### src/rtl/uart_imem_loader.sv
// UART boot loader: receives 8N1 bytes on uart_rxd while load_imem is high, packs
// them little-endian into 32-bit words and writes them to sequential imem word addresses.
module uart_imem_loader #(
    parameter int unsigned BAUD_DIV        = 434,
    parameter int unsigned IMEM_ADDR_WIDTH = 14
) (
    input  logic                       clk,
    input  logic                       reset,
    input  logic                       load_imem,
    input  logic                       uart_rxd,
    output logic                       imem_wr,
    output logic [IMEM_ADDR_WIDTH-1:0] imem_addr,
    output logic [31:0]                imem_wdata,
    output logic                       busy,
    output logic                       frame_err,
    output logic [IMEM_ADDR_WIDTH:0]   word_cnt
);

    localparam int unsigned AW = IMEM_ADDR_WIDTH;
    localparam int unsigned TW = $clog2(BAUD_DIV);

    localparam logic [TW-1:0] HALF_LOAD = TW'(BAUD_DIV / 2 - 1);
    localparam logic [TW-1:0] FULL_LOAD = TW'(BAUD_DIV - 1);
    localparam logic [AW:0]   CNT_MAX   = {1'b1, {AW{1'b0}}};

    typedef enum logic [1:0] {
        IDLE  = 2'd0,
        START = 2'd1,
        DATA  = 2'd2,
        STOP  = 2'd3
    } state_e;

    state_e        state_q;
    logic          rxd_meta_q;
    logic          rxd_s_q;
    logic          load_prev_q;
    logic [TW-1:0] timer_q;
    logic [2:0]    bit_q;
    logic [7:0]    shift_q;
    logic [1:0]    byte_idx_q;
    logic [31:0]   word_q;
    logic [31:0]   word_d;
    logic [AW-1:0] ptr_q;
    logic          imem_wr_q;
    logic [AW-1:0] imem_addr_q;
    logic [31:0]   imem_wdata_q;
    logic          busy_q;
    logic          frame_err_q;
    logic [AW:0]   word_cnt_q;

    // Word buffer with the just-received byte merged into its lane
    always_comb begin
        word_d = word_q;
        word_d[{byte_idx_q, 3'b000} +: 8] = shift_q;
    end

    always_ff @(posedge clk) begin
        if (reset) begin
            state_q      <= IDLE;
            rxd_meta_q   <= 1'b1;
            rxd_s_q      <= 1'b1;
            load_prev_q  <= 1'b0;
            timer_q      <= '0;
            bit_q        <= '0;
            shift_q      <= '0;
            byte_idx_q   <= '0;
            word_q       <= '0;
            ptr_q        <= '0;
            imem_wr_q    <= 1'b0;
            imem_addr_q  <= '0;
            imem_wdata_q <= '0;
            busy_q       <= 1'b0;
            frame_err_q  <= 1'b0;
            word_cnt_q   <= '0;
        end else begin
            rxd_meta_q  <= uart_rxd;
            rxd_s_q     <= rxd_meta_q;
            load_prev_q <= load_imem;
            imem_wr_q   <= 1'b0;

            if (!load_imem) begin
                // Loader disabled: abandon any frame and partial word
                state_q    <= IDLE;
                busy_q     <= 1'b0;
                byte_idx_q <= '0;
            end else begin
                if (!load_prev_q) begin
                    ptr_q       <= '0;
                    word_cnt_q  <= '0;
                    byte_idx_q  <= '0;
                    frame_err_q <= 1'b0;
                end

                unique case (state_q)
                    IDLE: begin
                        if (!rxd_s_q) begin
                            state_q <= START;
                            busy_q  <= 1'b1;
                            timer_q <= HALF_LOAD;
                        end
                    end

                    START: begin
                        if (timer_q == '0) begin
                            if (!rxd_s_q) begin
                                state_q <= DATA;
                                timer_q <= FULL_LOAD;
                                bit_q   <= '0;
                            end else begin
                                state_q <= IDLE;
                                busy_q  <= 1'b0;
                            end
                        end else begin
                            timer_q <= timer_q - TW'(1);
                        end
                    end

                    DATA: begin
                        if (timer_q == '0) begin
                            shift_q <= {rxd_s_q, shift_q[7:1]};
                            timer_q <= FULL_LOAD;
                            if (bit_q == 3'd7) begin
                                state_q <= STOP;
                            end else begin
                                bit_q <= bit_q + 3'd1;
                            end
                        end else begin
                            timer_q <= timer_q - TW'(1);
                        end
                    end

                    STOP: begin
                        if (timer_q == '0) begin
                            state_q <= IDLE;
                            busy_q  <= 1'b0;
                            if (rxd_s_q) begin
                                word_q     <= word_d;
                                byte_idx_q <= byte_idx_q + 2'd1;
                                // Fourth lane filled: issue the word write
                                if (byte_idx_q == 2'd3) begin
                                    imem_wr_q    <= 1'b1;
                                    imem_addr_q  <= ptr_q;
                                    imem_wdata_q <= word_d;
                                    ptr_q        <= ptr_q + AW'(1);
                                    if (word_cnt_q != CNT_MAX) begin
                                        word_cnt_q <= word_cnt_q + (AW+1)'(1);
                                    end
                                end
                            end else begin
                                frame_err_q <= 1'b1;
                            end
                        end else begin
                            timer_q <= timer_q - TW'(1);
                        end
                    end

                    default: begin
                        state_q <= IDLE;
                        busy_q  <= 1'b0;
                    end
                endcase
            end
        end
    end

    assign imem_wr    = imem_wr_q;
    assign imem_addr  = imem_addr_q;
    assign imem_wdata = imem_wdata_q;
    assign busy       = busy_q;
    assign frame_err  = frame_err_q;
    assign word_cnt   = word_cnt_q;

endmodule
### config.mk
export PLATFORM = sky130hd
export DESIGN_NAME = uart_imem_loader
export DESIGN_NICKNAME = d
export VERILOG_FILES = /design/src/rtl/uart_imem_loader.sv
export SDC_FILE = /design/constraint.sdc
export NUM_CORES = 1
export LEC_CHECK = 0
export CAP_MARGIN = 15
export CORE_MARGIN = 2
export CORE_UTILIZATION = 55
export CTS_CLUSTER_DIAMETER = 120
export DETAILED_ROUTE_END_ITERATION = 8
export MAX_ROUTING_LAYER = met4
export PLACE_DENSITY = 0.81
export REMOVE_ABC_BUFFERS = 1
export SETUP_SLACK_MARGIN = 0.1
export SYNTH_ARGS = -nofsm -noshare
export SYNTH_HDL_FRONTEND = slang
export SYNTH_SLANG_ARGS = --single-unit
### constraint.sdc
create_clock -name clk -period 3.05 [get_ports clk]
set_input_delay 0.305 -clock clk [delete_from_list [all_inputs] [get_ports clk]]
set_output_delay 0.305 -clock clk [all_outputs]
set_load 0.005 [all_outputs]
* Word-level counts from Yosys, hierarchy flattened
Cells that the tools add are included.
** Operators by class
- Mux-type cells :: 44
- Equal/unequal tests :: 16
- Add/sub/neg operators :: 6
- Reduce and logical (&&, ||, !) cells :: 13
- Shifts and indexed selects :: 2
- Bitwise operators :: 4
** Operators by type and width (count)
- 15-bit two-way mux :: 6
- 14-bit two-way mux :: 5
- 9-bit two-way mux :: 5
- 9-bit case mux with 4 select lines :: 1
- 32-bit bitwise mux :: 1
- 8-bit by 7-bit variable shift with 32-bit output, first input constant :: 1
- 8-bit by 7-bit variable part select with 32-bit output :: 1
- 2-bit two-way mux :: 10
- 2-bit != test, second input constant :: 9
- 15-bit by 1-bit adder with 15-bit output, second input constant :: 1
- 15-bit != test, second input constant :: 1
- 5-bit AND reduction :: 3
- 14-bit by 1-bit adder with 14-bit output, second input constant :: 1
- 3-bit two-way mux :: 4
- 9-bit zero test :: 1
- 1-bit two-way mux :: 9
- 9-bit by 1-bit subtractor with 9-bit output, second input constant :: 1
- 2-bit case mux with 4 select lines :: 1
- 4-bit AND reduction :: 2
- 5-bit negator with 7-bit output :: 1
- 2-bit equality test, second input constant :: 3
- 3-bit case mux with 2 select lines :: 1
- 6-bit AND reduction :: 1
- 5-bit OR reduction :: 1
- 12 further kinds :: 15
** Word-level totals
- Register bits after elaboration :: 137
- Logic and storage cells :: 101
- Input bits :: 4

* Logic depth before layout (Yosys ltp)
- Depth in word-level cells :: 6
- Depth in mapped cells :: 9

* Worst setup path before layout
Ideal clock, no wire load.
- Path kind :: reg2reg
- From :: register state_q[0]
- To :: register word_q[10]
- Library setup time :: 86 ps
- Path buffers :: 4
- Data required time :: 2964 ps
- Arrival time :: 1817 ps
- Setup slack :: 1148 ps
- Cell stages (with the launch flop) :: 10
- Path through :: dfxtp_1 -> ha_1 -> clkbuf_1 -> and2_1 -> and3_1 -> and2_1 -> buf_2 -> buf_4 -> buf_2 -> a211oi_1
** On the way
- Cells in the longest elaborated chain, start to end :: 2
** RTL lines
- from (decl) :: line 33 : state_e state_q;
- from (signal assigned) :: line 59 : state_q <= IDLE;
- from (signal assigned) :: line 83 : state_q <= IDLE;
- from (signal assigned) :: line 97 : state_q <= START;
- 2-bit equality test :: line 94 : unique case (state_q)
- 4-bit AND reduction (no source line)
- to (signal assigned) :: line 137 : word_q <= word_d;
- to (decl) :: line 41 : logic [31:0] word_q;
Every way passes these cells.
A chain may end at the register's enable or synchronous reset.

* Worst setup path in the final report
- From :: register timer_q[0]
- To :: register word_q[17]
** On the way
- Cells in the longest elaborated chain, start to end :: 2
** RTL lines
- from (decl) :: line 37 : logic [TW-1:0] timer_q;
- from (signal assigned) :: line 114 : timer_q <= timer_q - TW'(1);
- from (signal assigned) :: line 128 : timer_q <= timer_q - TW'(1);
- from (signal assigned) :: line 153 : timer_q <= timer_q - TW'(1);
- 9-bit zero test :: line 133 : if (timer_q == '0) begin
- 4-bit AND reduction (no source line)
Every way passes these cells.

==> run_results.csv <==
group,metric,value,unit
floorplan,core_area,11000,um^2
finish,instances_no_fill,950,
critical_path,crit_arrival,2.82,ns
run_status,status,"complete, no violations",
job,drv_cap,0,
power,power_leakage,2.67,nW
cts,insertion_delay,0.42,ns
synthesis,netlist_instances,746,
sta,fin_crit,2.51,ns
critical_path,path_buf_inv,2,
sta,finalSetupTns,0,ns
cts,cts_setup_buffers,0,
critical_path,max_stage_delay,0.50,ns
power,power.density,541,nW/um^2
grt,grt_pass1_wl,25500,um
critical_path,path_cells,"inv_1 > ha_1 > nor4b_4 > and3_1 > and2_2 > buf_4 > nor2_1 > a211oi_1",
sta,setup_viol_count_final,0,
grt,use_met2,39.1,%
sta,finalHoldViolCount,0,
grt,busiest_layer,"met2",
placement,dp_hpwl,9780,um
grt,antenna_found_initial,0,
sta,post-route-period-util,82.2,%
grt,grt_util_met1,33.3,%
cts,post_cts_resized,0,
finish,layout-drive-gt1-share,7.04,%
synthesis,synth_edf_count,0,
routing,vias,5690,
finish,fin_nets,819,
sta,slew_headroom,46.1,%
cts,cts.path.max_buffers,2,
sta,worst_pin_slew,0.807,ns
critical_path,r2r_setup_slack,0.54,ns
floorplan,die_area,12300,um^2
routing,drcViolationCount,0,
critical_path,critPathKind,"register to register",
routing,viasPerCell,5.99,
synthesis,ys_seq_elements,137,
floorplan,fp-row-count,38,
critical_path,path_max_fanout,67,
routing,ant_nets,0,
grt,grtUsageTotal,25.6,%
critical_path,slowest_stage,"buf_4",
critical_path,worstSetupStartpointType,"register",
placement,place_inst,919,
cts,cts_num_sinks,137,
routing,wl_per_cell,15.9,um
grt,grt_max_degree,69,
finish,area_delta_synth_final,22.2,%
placement,gp_congestion,0.897,
routing,first_pass_iters,5,
synthesis,yosysUniqueCellTypes,65,
power,ir_drop,0.000358,V
floorplan,initial_core_util,57.0,%
critical_path,critPathTopFamily,"simple AND/OR/NAND/NOR gates",
critical_path,worstPathRequired,3.37,ns
routing,routed_wl,15100,um
floorplan,die_w,111,um
synthesis,ys.flop_type,"dfxtp_1",
routing,drtIter0Drc,451,
synthesis,ys_warn_count,0,
cts,hold_buffers,0,
cts,root_buffer,"clkbuf_16",
synthesis,syn_avg_cell_area,8.40,um^2
grt,grt.overflow.total,0,
floorplan,num_io_pins,68,
sta,maxSlewViolCount,0,
synthesis,ys_seq_area_share,43.8,%
critical_path,endpoint_kind,"register",
sta,rsz0062_at_grt,"no",
grt,grt_pass1_vias,5300,
floorplan,die_y,111,um
cts,cts.reportedPaths.clkPinSlew,0.06,ns
cts,htreeDepth,4,
synthesis,syn-cell-area,6260,um^2
sta,fmaxAchievable,399,MHz
grt,met3_usage,5.41,%
placement,port_buffers,67,
finish,fill_cells,828,
sta,skew,0.00746,ns
worst_hold_path,min_path_type,"input pin to register",
finish,antenna_cells_inserted,0,
synthesis,ys_async_sr_fraction,0,%
cts,cts_tree,"done",
cts,numCtsBuffers,17,
## power by group
| group | switching (W) | total (W) | internal (W) |
|---|---|---|---|
| Sequential | 0.0000116 | 0.00181 | 0.00180 |
| Combinational | 0.0000916 | 0.000126 | 0.0000345 |
| Clock | 0.000734 | 0.00220 | 0.00147 |
| Total | 0.000837 | 0.00414 | 0.00330 |
## layer usage
metal / wire [um] / up-vias
li1: - / 2797
met1: 6880 / 2667
met2: 7100 / 195
met3: 882 / 31
met4: 276 / 0
met5: 0 / -
## Yosys cell counts (4+ instances only)
master	count	share of area (%)
dfxtp_1	137	44
nor2_1	111	6.7
a21oi_1	74	5.9
a211oi_1	66	7.9
nand2_1	65	3.9
nor2b_1	35	3.5
clkbuf_1	29	1.7
nand3_1	21	1.7
o21ai_0	20	1.6
mux2i_1	18	2.9
ha_1	17	3.4
inv_1	15	0.90
nor3_1	15	1.2
buf_2	14	1.1
nor4_1	9	0.90
nand4_1	8	0.80
and3_1	7	0.70
a2bb2oi_1	5	0.70
and2_1	5	0.50
or3_1	5	0.50
a31oi_1	4	0.40
or4_1	4	0.48
## worst paths after layout
| check | to | depth (start not counted) | startpoint |
|---|---|---|---|
| hold / removal | word_cnt[11] | 2 | reset |
| setup reg to reg | word_q[17] | 8 | timer_q[0] |
| setup / recovery | word_q[17] | 8 | timer_q[0] |
| hold reg to reg | rxd_s_q | 1 | rxd_meta_q |
## placed cells by master, fill, tap and decap left out, drive strengths merged, types with 4 or more instances in the layout
cell type      count
bufinv             4
nor4              10
a21oi             74
nand2             65
inv               15
nor2             112
or3                5
mux2i             18
a2bb2oi            5
clkdlybuf4s50     66
nor3              16
nand4              8
and2               5
and3               7
nor2b             35
nor4b              4
a211oi            66
a31oi              4
clkbuf            24
dfxtp            137
or4                4
ha                17
o21ai             20
nand3             23
buf               13
## stage by stage
stage               worst slack, ns  total power (W)  area [um^2]  hold slack [ns]  util (%)
floorplan                     0.291          0.00191         6070            0.374         -
global placement              0.743          0.00197         7010            0.395      63.9
detailed placement            0.626          0.00197         7010            0.411      63.9
CTS                           0.631          0.00416         7650            0.365      69.7
global route                  0.330          0.00426         7650            0.418      69.7
finish                        0.543          0.00414         7650            0.383      69.7
## cell families after synthesis
group / Yosys count / synth area share, %
simple gates: 308 / 24.5
compound gates: 202 / 21.0
flops: 137 / 43.8
buf+inv: 62 / 4.11
mux: 19 / 3.06
fa+ha+maj: 17 / 3.40
xor+xnor: 1 / 0.140
## flip-flops by register name (all words and copies together), names as in the netlist, named ones only
name,flops
timer_q,9
bit_q,3
state_q,1
ptr_q,14
imem_wdata,32
frame_err,1
load_prev_q,1
byte_idx_q,2
imem_wr,1
imem_addr,14
shift_q,8
busy,1
rxd_s_q,1
word_q,32
rxd_meta_q,1
word_cnt,15
## layout make-up
class / count / area (um^2) / share of cell area [%]
multi-input combinational: 547 / 3260 / 42.7
sequential: 137 / 2740 / 35.8
timing repair buffer: 79 / 771 / 10.1
clock inverter: 7 / 138 / 1.80
tap: 140 / 175 / 2.29
clock buffer: 24 / 502 / 6.56
inverter: 16 / 60.1 / 0.785
Power figures use the tool's default switching activity.
